[src/rtl/rr_arb_pkg.sv]
// Shared types and helpers for the round-robin issue arbiter.
package rr_arb_pkg;

  typedef enum logic {ARB_IDLE, ARB_LOCK} arb_state_t;

  function automatic int wrap_inc(input int idx, input int n);
    return (idx >= n - 1) ? 0 : idx + 1;
  endfunction

endpackage

[src/rtl/rr_find_first_wrap.sv]
// Two-pass priority search: first set bit at index >= base, else lowest set bit overall.
module rr_find_first_wrap #(
  parameter int WIDTH = 8,
  parameter int IDX_W = $clog2(WIDTH)
) (
  input  logic [WIDTH-1:0] data_in,
  input  logic [IDX_W-1:0] base,
  output logic             found,
  output logic [IDX_W-1:0] idx
);

  logic             hi_found, lo_found;
  logic [IDX_W-1:0] hi_idx, lo_idx;

  always_comb begin
    hi_found = 1'b0;
    lo_found = 1'b0;
    hi_idx   = '0;
    lo_idx   = '0;
    // Descending scan so the last hit written is the lowest index.
    for (int i = WIDTH - 1; i >= 0; i--) begin
      if (data_in[i] && (i >= int'(base))) begin
        hi_found = 1'b1;
        hi_idx   = IDX_W'(i);
      end
      if (data_in[i]) begin
        lo_found = 1'b1;
        lo_idx   = IDX_W'(i);
      end
    end
    found = hi_found | lo_found;
    idx   = hi_found ? hi_idx : lo_idx;
  end

endmodule

[src/rtl/rr_issue_arbiter.sv]
// Round-robin arbiter with grant lock over a valid/ready handshake.
// Optional starvation override enabled by defining RR_ARB_STARVE_EN.
module rr_issue_arbiter
  import rr_arb_pkg::*;
#(
  parameter int NUM_REQ      = 8,
  parameter int IDX_W        = $clog2(NUM_REQ),
  parameter int STARVE_LIMIT = 15
) (
  input  logic               clock,
  input  logic               reset_n,
  input  logic               flush,
  input  logic [NUM_REQ-1:0] req_valid,
  output logic [NUM_REQ-1:0] req_ready,
  output logic               gnt_valid,
  input  logic               gnt_ready,
  output logic [IDX_W-1:0]   gnt_idx,
  output logic [NUM_REQ-1:0] gnt_onehot,
  output logic [IDX_W-1:0]   base_ptr,
  output logic               starve_alarm
);

  arb_state_t       state_q, state_d;
  logic [IDX_W-1:0] base_ptr_q, base_ptr_d;
  logic [IDX_W-1:0] lock_idx_q, lock_idx_d;
  logic             rr_found, win_found;
  logic [IDX_W-1:0] rr_idx, win_idx;

  rr_find_first_wrap #(.WIDTH(NUM_REQ), .IDX_W(IDX_W)) u_rr_search (
    .data_in (req_valid),
    .base    (base_ptr_q),
    .found   (rr_found),
    .idx     (rr_idx)
  );

`ifdef RR_ARB_STARVE_EN
  localparam int CNT_W = $clog2(STARVE_LIMIT + 1);

  logic [NUM_REQ-1:0][CNT_W-1:0] cnt_q, cnt_d;
  logic [NUM_REQ-1:0]            starving;
  logic                          st_found, override;
  logic [IDX_W-1:0]              st_idx;
  logic                          alarm_q, alarm_d;

  always_comb begin
    starving = '0;
    for (int i = 0; i < NUM_REQ; i++)
      starving[i] = req_valid[i] && (cnt_q[i] == CNT_W'(STARVE_LIMIT));
  end

  rr_find_first_wrap #(.WIDTH(NUM_REQ), .IDX_W(IDX_W)) u_starve_search (
    .data_in (starving),
    .base    ('0),
    .found   (st_found),
    .idx     (st_idx)
  );

  assign override  = (state_q == ARB_IDLE) && st_found;
  assign win_found = rr_found;
  assign win_idx   = override ? st_idx : rr_idx;

  always_comb begin
    cnt_d   = cnt_q;
    alarm_d = alarm_q | (override & gnt_valid);
    for (int i = 0; i < NUM_REQ; i++) begin
      if (req_ready[i] || flush)
        cnt_d[i] = '0;
      else if (req_valid[i] && (cnt_q[i] != CNT_W'(STARVE_LIMIT)))
        cnt_d[i] = cnt_q[i] + 1'b1;
    end
  end

  always_ff @(posedge clock) begin
    if (!reset_n) begin
      cnt_q   <= '0;
      alarm_q <= 1'b0;
    end else begin
      cnt_q   <= cnt_d;
      alarm_q <= alarm_d;
    end
  end

  assign starve_alarm = alarm_q;
`else
  assign win_found    = rr_found;
  assign win_idx      = rr_idx;
  assign starve_alarm = 1'b0;
`endif

  always_comb begin
    state_d    = state_q;
    base_ptr_d = base_ptr_q;
    lock_idx_d = lock_idx_q;
    req_ready  = '0;
    if (state_q == ARB_IDLE) begin
      gnt_idx   = win_idx;
      gnt_valid = win_found;
    end else begin
      gnt_idx   = lock_idx_q;
      gnt_valid = req_valid[lock_idx_q];
    end
    // Flush and reset both suppress the offer, which also blocks the handshake.
    if (flush || !reset_n) gnt_valid = 1'b0;
    if (gnt_valid && gnt_ready) begin
      req_ready[gnt_idx] = 1'b1;
      base_ptr_d         = IDX_W'(wrap_inc(int'(gnt_idx), NUM_REQ));
      state_d            = ARB_IDLE;
    end else if (gnt_valid && (state_q == ARB_IDLE)) begin
      lock_idx_d = gnt_idx;
      state_d    = ARB_LOCK;
    end
    if (flush) state_d = ARB_IDLE;
  end

  always_ff @(posedge clock) begin
    if (!reset_n) begin
      state_q    <= ARB_IDLE;
      base_ptr_q <= '0;
      lock_idx_q <= '0;
    end else begin
      state_q    <= state_d;
      base_ptr_q <= base_ptr_d;
      lock_idx_q <= lock_idx_d;
    end
  end

  assign base_ptr   = base_ptr_q;
  assign gnt_onehot = gnt_valid ? (NUM_REQ'(1) << gnt_idx) : '0;

endmodule

[config.mk]
export PLATFORM = sky130hd
export DESIGN_NAME = rr_issue_arbiter
export DESIGN_NICKNAME = d
export VERILOG_FILES = /design/src/rtl/rr_arb_pkg.sv /design/src/rtl/rr_find_first_wrap.sv /design/src/rtl/rr_issue_arbiter.sv
export SDC_FILE = /design/constraint.sdc
export NUM_CORES = 1
export LEC_CHECK = 0
export BUFFER_PORTS_ARGS = -buffer_cell sky130_fd_sc_hd__buf_2
export CORE_ASPECT_RATIO = 1.4
export CORE_MARGIN = 2
export CORE_UTILIZATION = 48
export DETAILED_ROUTE_END_ITERATION = 8
export GPL_ROUTABILITY_DRIVEN = 0
export GPL_TIMING_DRIVEN = 0
export MAX_ROUTING_LAYER = met4
export PLACE_DENSITY = 0.79
export SLEW_MARGIN = 20
export SYNTH_ARGS = -nofsm -noshare
export SYNTH_HDL_FRONTEND = slang
export SYNTH_SLANG_ARGS = --single-unit
[constraint.sdc]
create_clock -name clock -period 3.6 [get_ports clock]
set_clock_uncertainty 0.05 [all_clocks]
set_input_delay 0.36 -clock clock [delete_from_list [all_inputs] [get_ports clock]]
set_output_delay 0.36 -clock clock [all_outputs]
set_load 0.02 [all_outputs]
==> results.yml, run 1 <==
cells_and_area:
  synthToLayoutAreaGrowth_pct: 23.7
  antennaDiodeCount: 0
  register_area_um2: 140
  layout-drive-gt1-share_pct: 37.8
  multiInputGateArea_um2: 746
  finalNetCount: 175
  utilization_pct: 64.2
  nFillCells: 176
  final_area_mm2: 0.00116
  finalNonFillerCells: 176
routing:
  vias: 1025
  drtPass1Iterations: 4
  viasPerCell: 5.82
  finalWirelength_um: 2480
  wl_per_cell_um: 14.1
  drt_iter0_drc: 11
  drc: 0
  ant_nets: 0
sta:
  period_minus_slack_ns: 3.06
  rsz0062_at_grt: "false"
  finalHoldViolations: 0
  fmax_ghz: 0.326
  fin_crit_sh_pct: 85.1
  setup_viol: 0
  tns_ns: 0
  worst_slew_pin_slew_ns: 0.611
  worst_slack_ns: 0.536
  hold_slack_ns: 0.349
  slew_headroom_pct: 58.9
  final_max_slew_viol_count: 0
setup_path:
  end_kind: "output pin"
  cp_cell_sequence: "or2b_2, a21o_1, o211ai_1, a22oi_1, o2bb2ai_2, inv_2, ha_1, ha_1, and2_2, buf_2"
  critical-path-top-delay-family: "compound AO/OA/AOI/OAI gates"
  cp.arrival_ns: 2.65
  critPathMaxFanout: 9
  slowest_delay_ns: 0.39
  r2r_slack_ns: 0.76
  cpMostUsedCell: "ha_1"
  critPathLaunchType: "register"
  critical_path_buf_inv_count: 2
  worst_path_max_delay_cell: "o2bb2ai_2"
  critPathRequiredTime_ns: 3.19
  path_class: "register to output pin"
synthesis:
  synth.area.top_cells: "dfxtp_1 15%, ha_1 8.0%, nor2_1 5.6%, nor3_1 4.3%, nand2_1 4.0%"
  async_reset_ff_share_pct: 0
  yosys_register_bits: 7
  yosysSeqAreaShare_pct: 15.0
  synth_warnings: 0
  synth_edf_count: 0
  yosys.cell_types.count: 49
  synth_top_area_share_pct: 15.0
  synthTopCellsByCount: "14 x nor2_1, 10 x nand2_1, 8 x nor3_1, 7 x dfxtp_1"
  yosysTopAreaCell: "dfxtp_1"
  syn_inst: 118
  yosysMostFrequentCell: "nor2_1"
  synth_area_um2: 935
  ys.flop_type: "dfxtp_1"
  avgSynthCellArea_um2: 7.92
  syn_nets: 136
flow_run:
  maxCapViolations: 0
place:
  port_buffers: 34
  dpl.cell_count: 172
  placed_cell_area_mm2: 0.00113
  post-place-ws_ns: 0.614
  dp_hpwl_um: 1990
clock_tree:
  cts.sinks: 7
  htreeDepth: 1
  cts_max_path_buffers: 2
  cts_resized: 0
  clk-insertion-delay-late_ns: 0.25
  postCtsHoldBufs: 0
  clk_pin_slew_ns: 0.05
  clk_root_buffer_cell: "clkbuf_4"
  cts_tree: "yes"
  cts_setup_buffers: 0
  numCtsBuffers: 3
grt:
  grt_max_degree: 11
  track_usage_pct: 24.6
  grt_pass1_vias: 955
  grt_pass1_wl_um: 4020
  antenna_found_initial: 0
  grt.overflow.total: 0
floorplan:
  core_area_mm2: 0.00180
  io_pins: 36
  row_count: 18
  die_w_um: 41.3
  die_h_um: 56.2
  die-area_mm2: 0.00232
  initial_core_util_pct: 51.9
power:
  p_total_mw: 0.298
  ir_worst_vdd_mv: 0.169
  pwr_density_cell_mw_per_mm2: 258
  power_leakage_nw: 0.537
worst_hold_path:
  hold_path_class: "primary input to register"
status:
  status: "completed"
==> layout make-up <==
type	count	share of cell area, %
well taps	20	2.16
clock buffers	4	2.27
plain buffers	3	2.27
flip-flops and latches	7	12.1
inverters	6	1.95
repair buffers	34	14.7
multi-input cells	102	64.5
==> flip-flops by register name, indices dropped and copies added (netlist names) <==
name	cells
state_q	1
lock_idx_q	3
base_ptr	3
==> placed cells by master, fill, tap and decap left out, types with 3 or more instances in the layout <==
cell,n
buf_2,35
nor2_1,14
nand2_1,10
nor3_1,8
dfxtp_1,7
nand3_1,6
ha_1,6
a21oi_1,5
o21ai_0,4
a21boi_0,4
nand2b_1,4
inv_1,4
o31ai_1,3
clkbuf_4,3
==> cells by family after synthesis <==
group,count (synthesis),share of synthesized area [%]
DFF,7,15.0
buffers and inverters,9,5.22
other,1,0.401
and+or+nand+nor,61,36.4
adders and majority gates,6,8.03
muxes,3,7.63
AOI/OAI and AO/OA,31,27.3
==> metal layers <==
layer | share of wire (%) | wire length, um | track usage [%]
met3 | 4.5 | 111 | 2.40
met2 | 52 | 1280 | 42.0
met1 | 42 | 1040 | 25.1
met5 | 0 | 0 | -
met4 | 1.9 | 47 | 13.4
==> power by group <==
group / switching (mW) / internal [mW]
Sequential: 0.00726 / 0.0821
Clock: 0.0302 / 0.0424
Combinational: 0.0850 / 0.0512
Total: 0.122 / 0.176
==> worst reg2reg max path, stage by stage (launching register included) <==
cell and delay [ns]:
dfxtp_1 0.38, or2b_2 0.31, a21o_1 0.17, o211ai_1 0.09, a22oi_1 0.13, o2bb2ai_2 0.39, inv_2 0.16, ha_1 0.26
ha_1 0.20, or3_1 0.41, o31ai_1 0.20
==> worst paths after layout <==
path / from / cells past startpoint / to
worst min-delay path: gnt_ready / 2 / state_q
worst min register to register: lock_idx_q[2] / 2 / lock_idx_q[2]
worst max-delay path: base_ptr[1] / 10 / gnt_onehot[7]
worst max register to register: base_ptr[1] / 10 / base_ptr[2]
Note: power is estimated with default switching activity, not from simulation.
==> run 2, diff against run 1 <==
--- a/config.mk
+++ b/config.mk
@@ -8,13 +8,14 @@
 export BUFFER_PORTS_ARGS = -buffer_cell sky130_fd_sc_hd__buf_2
 export CORE_ASPECT_RATIO = 1.4
 export CORE_MARGIN = 2
-export CORE_UTILIZATION = 48
+export CORE_UTILIZATION = 49
 export DETAILED_ROUTE_END_ITERATION = 8
 export GPL_ROUTABILITY_DRIVEN = 0
 export GPL_TIMING_DRIVEN = 0
 export MAX_ROUTING_LAYER = met4
-export PLACE_DENSITY = 0.79
+export PLACE_DENSITY = 0.8
 export SLEW_MARGIN = 20
 export SYNTH_ARGS = -nofsm -noshare
 export SYNTH_HDL_FRONTEND = slang
+export SYNTH_HIERARCHICAL = 1
 export SYNTH_SLANG_ARGS = --single-unit
==> run 2 against run 1 <==
Net effect: highest routed layer unchanged; register-to-register slack got worse by 0.04 ns; synthesized area increased by 2.7%; global-route usage decreased by 1.1 points; combinational power decreased by 17%; first-iteration DRC count increased to 4.0 times the previous value; via count increased by 8.8%; routed wire length increased by 8.2%; fmax decreased by 9.3%; die area increased by 0.53%; worst hold slack improved by 0.027 ns; sequential share of layout area decreased by 0.41 points; synthesized cell count increased by 5.1%; largest cell class unchanged.
==> results.yml, run 2 <==
synthesis:
  synth_top_area_share_pct: 14.6
  synth_edf_count: 0
  synth_warnings: 6
  synth_compound_area_share_pct: 28.8
  yosys.cell_types.count: 47
  async_reset_ff_share_pct: 0
  synth_area_um2: 960
  synth_top_family_by_area: "simple AND/OR/NAND/NOR gates"
  synth.area.top_cells: "dfxtp_1 15%, ha_1 7.8%, mux2i_1 5.2%, a21oi_1 4.7%, nor3_1 4.7%"
  syn_nets: 142
  synth-xor-area-share_pct: 0
  yosys_register_bits: 7
  syn_inst: 124
  yosys.area_share.adder_pct: 7.82
  ys.flop_type: "dfxtp_1"
  synth-simple-area-share_pct: 32.6
  synthTopCellsByCount: "9 x a21oi_1, 9 x nor3_1, 7 x and3_1, 7 x dfxtp_1"
  synth_mux_area_share_pct: 10.3
  yosysSeqAreaShare_pct: 14.6
  yosysTopAreaCell: "dfxtp_1"
  avgSynthCellArea_um2: 7.74
setup_path:
  critPathMaxFanout: 9
  end_kind: "output pin"
  setup.worst_path.start: "base_ptr[2]"
  critPathRequiredTime_ns: 3.19
  cp.arrival_ns: 2.97
  r2r_slack_ns: 0.72
  reg2reg_depth: 12
  r2r-start: "base_ptr[2]"
  path_class: "register to output pin"
  critPathLaunchType: "register"
  r2r-end: "base_ptr[1]"
status:
  status: "completed"
flow_run:
  maxCapViolations: 0
clock_tree:
  cts_setup_buffers: 0
  cts_max_path_buffers: 2
  clk-insertion-delay-late_ns: 0.26
  clk_root_buffer_cell: "clkbuf_4"
  cts_tree: "yes"
  clk_pin_slew_ns: 0.05
  numCtsBuffers: 3
  htreeDepth: 1
  cts.sinks: 7
routing:
  drt_iter0_drc: 44
  viasPerCell: 6.16
  drc: 0
  wl_per_cell_um: 14.8
  ant_nets: 0
  drtPass1Iterations: 4
  finalWirelength_um: 2680
  vias: 1115
sta:
  final_max_slew_viol_count: 0
  finalHoldViolations: 0
  hold_slack_ns: 0.376
  setup_viol: 0
  period_minus_slack_ns: 3.38
  fin_crit_sh_pct: 93.9
  fmax_ghz: 0.296
floorplan:
  row_count: 18
  die_w_um: 41.4
  io_pins: 36
  initial_core_util_pct: 53.3
  die_h_um: 56.4
  die-area_mm2: 0.00233
  core_area_mm2: 0.00180
worst_hold_path:
  hp-start: "reset_n"
  hold-path-endpoint: "base_ptr[2]"
  hold_depth: 3
  hold_path_class: "primary input to register"
grt:
  grt_pass1_wl_um: 4320
  track_usage_pct: 23.5
  grt_pass1_vias: 993
  grt.overflow.total: 0
  antenna_found_initial: 0
  grt_max_degree: 11
cells_and_area:
  synthToLayoutAreaGrowth_pct: 24.6
  antennaDiodeCount: 0
  nFillCells: 155
  layout-drive-gt1-share_pct: 30.4
  final_common_cell: "buf_2"
  multiInputGateArea_um2: 787
  register_area_um2: 140
  finalNetCount: 180
  final_cell_mix: "34 x buf_2, 9 x nor3_1, 8 x a21oi_1, 7 x and3_1, 7 x dfxtp_1"
power:
  power_leakage_nw: 0.595
  pwr_density_cell_mw_per_mm2: 229
  p_total_mw: 0.274
  ir_worst_vdd_mv: 0.171
place:
  port_buffers: 33
  dp_hpwl_um: 1980
==> run 2: cell type report <==
| type | count | share of cell area [%] |
|---|---|---|
| multi-input combinational | 106 | 65.8 |
| timing repair buffer | 33 | 13.8 |
| sequential | 7 | 11.7 |
| inverter | 7 | 2.41 |
| clock buffer | 4 | 2.20 |
| tap | 20 | 2.09 |
| buffer | 4 | 1.99 |
==> run 2: cell families (layout without fill, tap and decap cells) <==
kind of cell	after synthesis	in the layout
muxes	8	8
DFF	7	7
buffers and inverters	11	48
adders and majority gates	6	6
other	1	1
and+or+nand+nor	54	54
AOI/OAI and AO/OA	37	37
==> run 2: timing repair <==
item | 4_1_cts | 5_1_grt
hold buffers | 0 | 0
gates resized for setup | 1 | 3
endpoints found under the setup margin | 1 | 4
cloned | 0 | 0
==> run 2: power breakdown <==
group / internal (mW) / switching (mW)
Sequential: 0.0809 / 0.00500
Combinational: 0.0417 / 0.0715
Clock: 0.0425 / 0.0325
==> run 2: worst max-delay path, stage by stage, from the launching register on <==
cell and delay, ns:
dfxtp_1 0.31, buf_4 0.16, and3b_1 0.16, a211oi_1 0.39, o21ai_0 0.19, a32o_1 0.30, mux2i_2 0.32, inv_1 0.16
ha_1 0.23, ha_1 0.18, inv_1 0.11, nor2_1 0.06, buf_2 0.16
==> run 2: worst max path at each step <==
stage / endpoint / slack (ns) / cells after the start
floorplan: req_ready[2] / 0.41 / 8
global placement: gnt_onehot[7] / 0.22 / 12
detailed placement: gnt_onehot[7] / 0.18 / 12
CTS: gnt_onehot[7] / 0.11 / 12
global route: gnt_onehot[7] / -0.0007 / 12
finish: gnt_onehot[7] / 0.22 / 12
==> run 2: layer usage <==
layer / up-vias / wire length (um) / global-route usage (%)
met5: - / 0 / -
met4: 0 / 64 / 11.1
met3: 6 / 147 / 1.29
met2: 45 / 1360 / 40.4
met1: 514 / 1110 / 27.6
li1: 550 / - / -
==> run 2: per-stage QoR <==
step	setup TNS (ns)	cells	cell area [um^2]	setup WS (ns)	utilization [%]
floorplan	0	124	960	0.414	-
global placement	0	177	1150	0.220	63.8
detailed placement	0	177	1150	0.185	63.8
CTS	0	181	1180	0.109	65.5
global route	-0.000736	181	1200	-0.000736	66.4
finish	0	181	1200	0.221	66.4
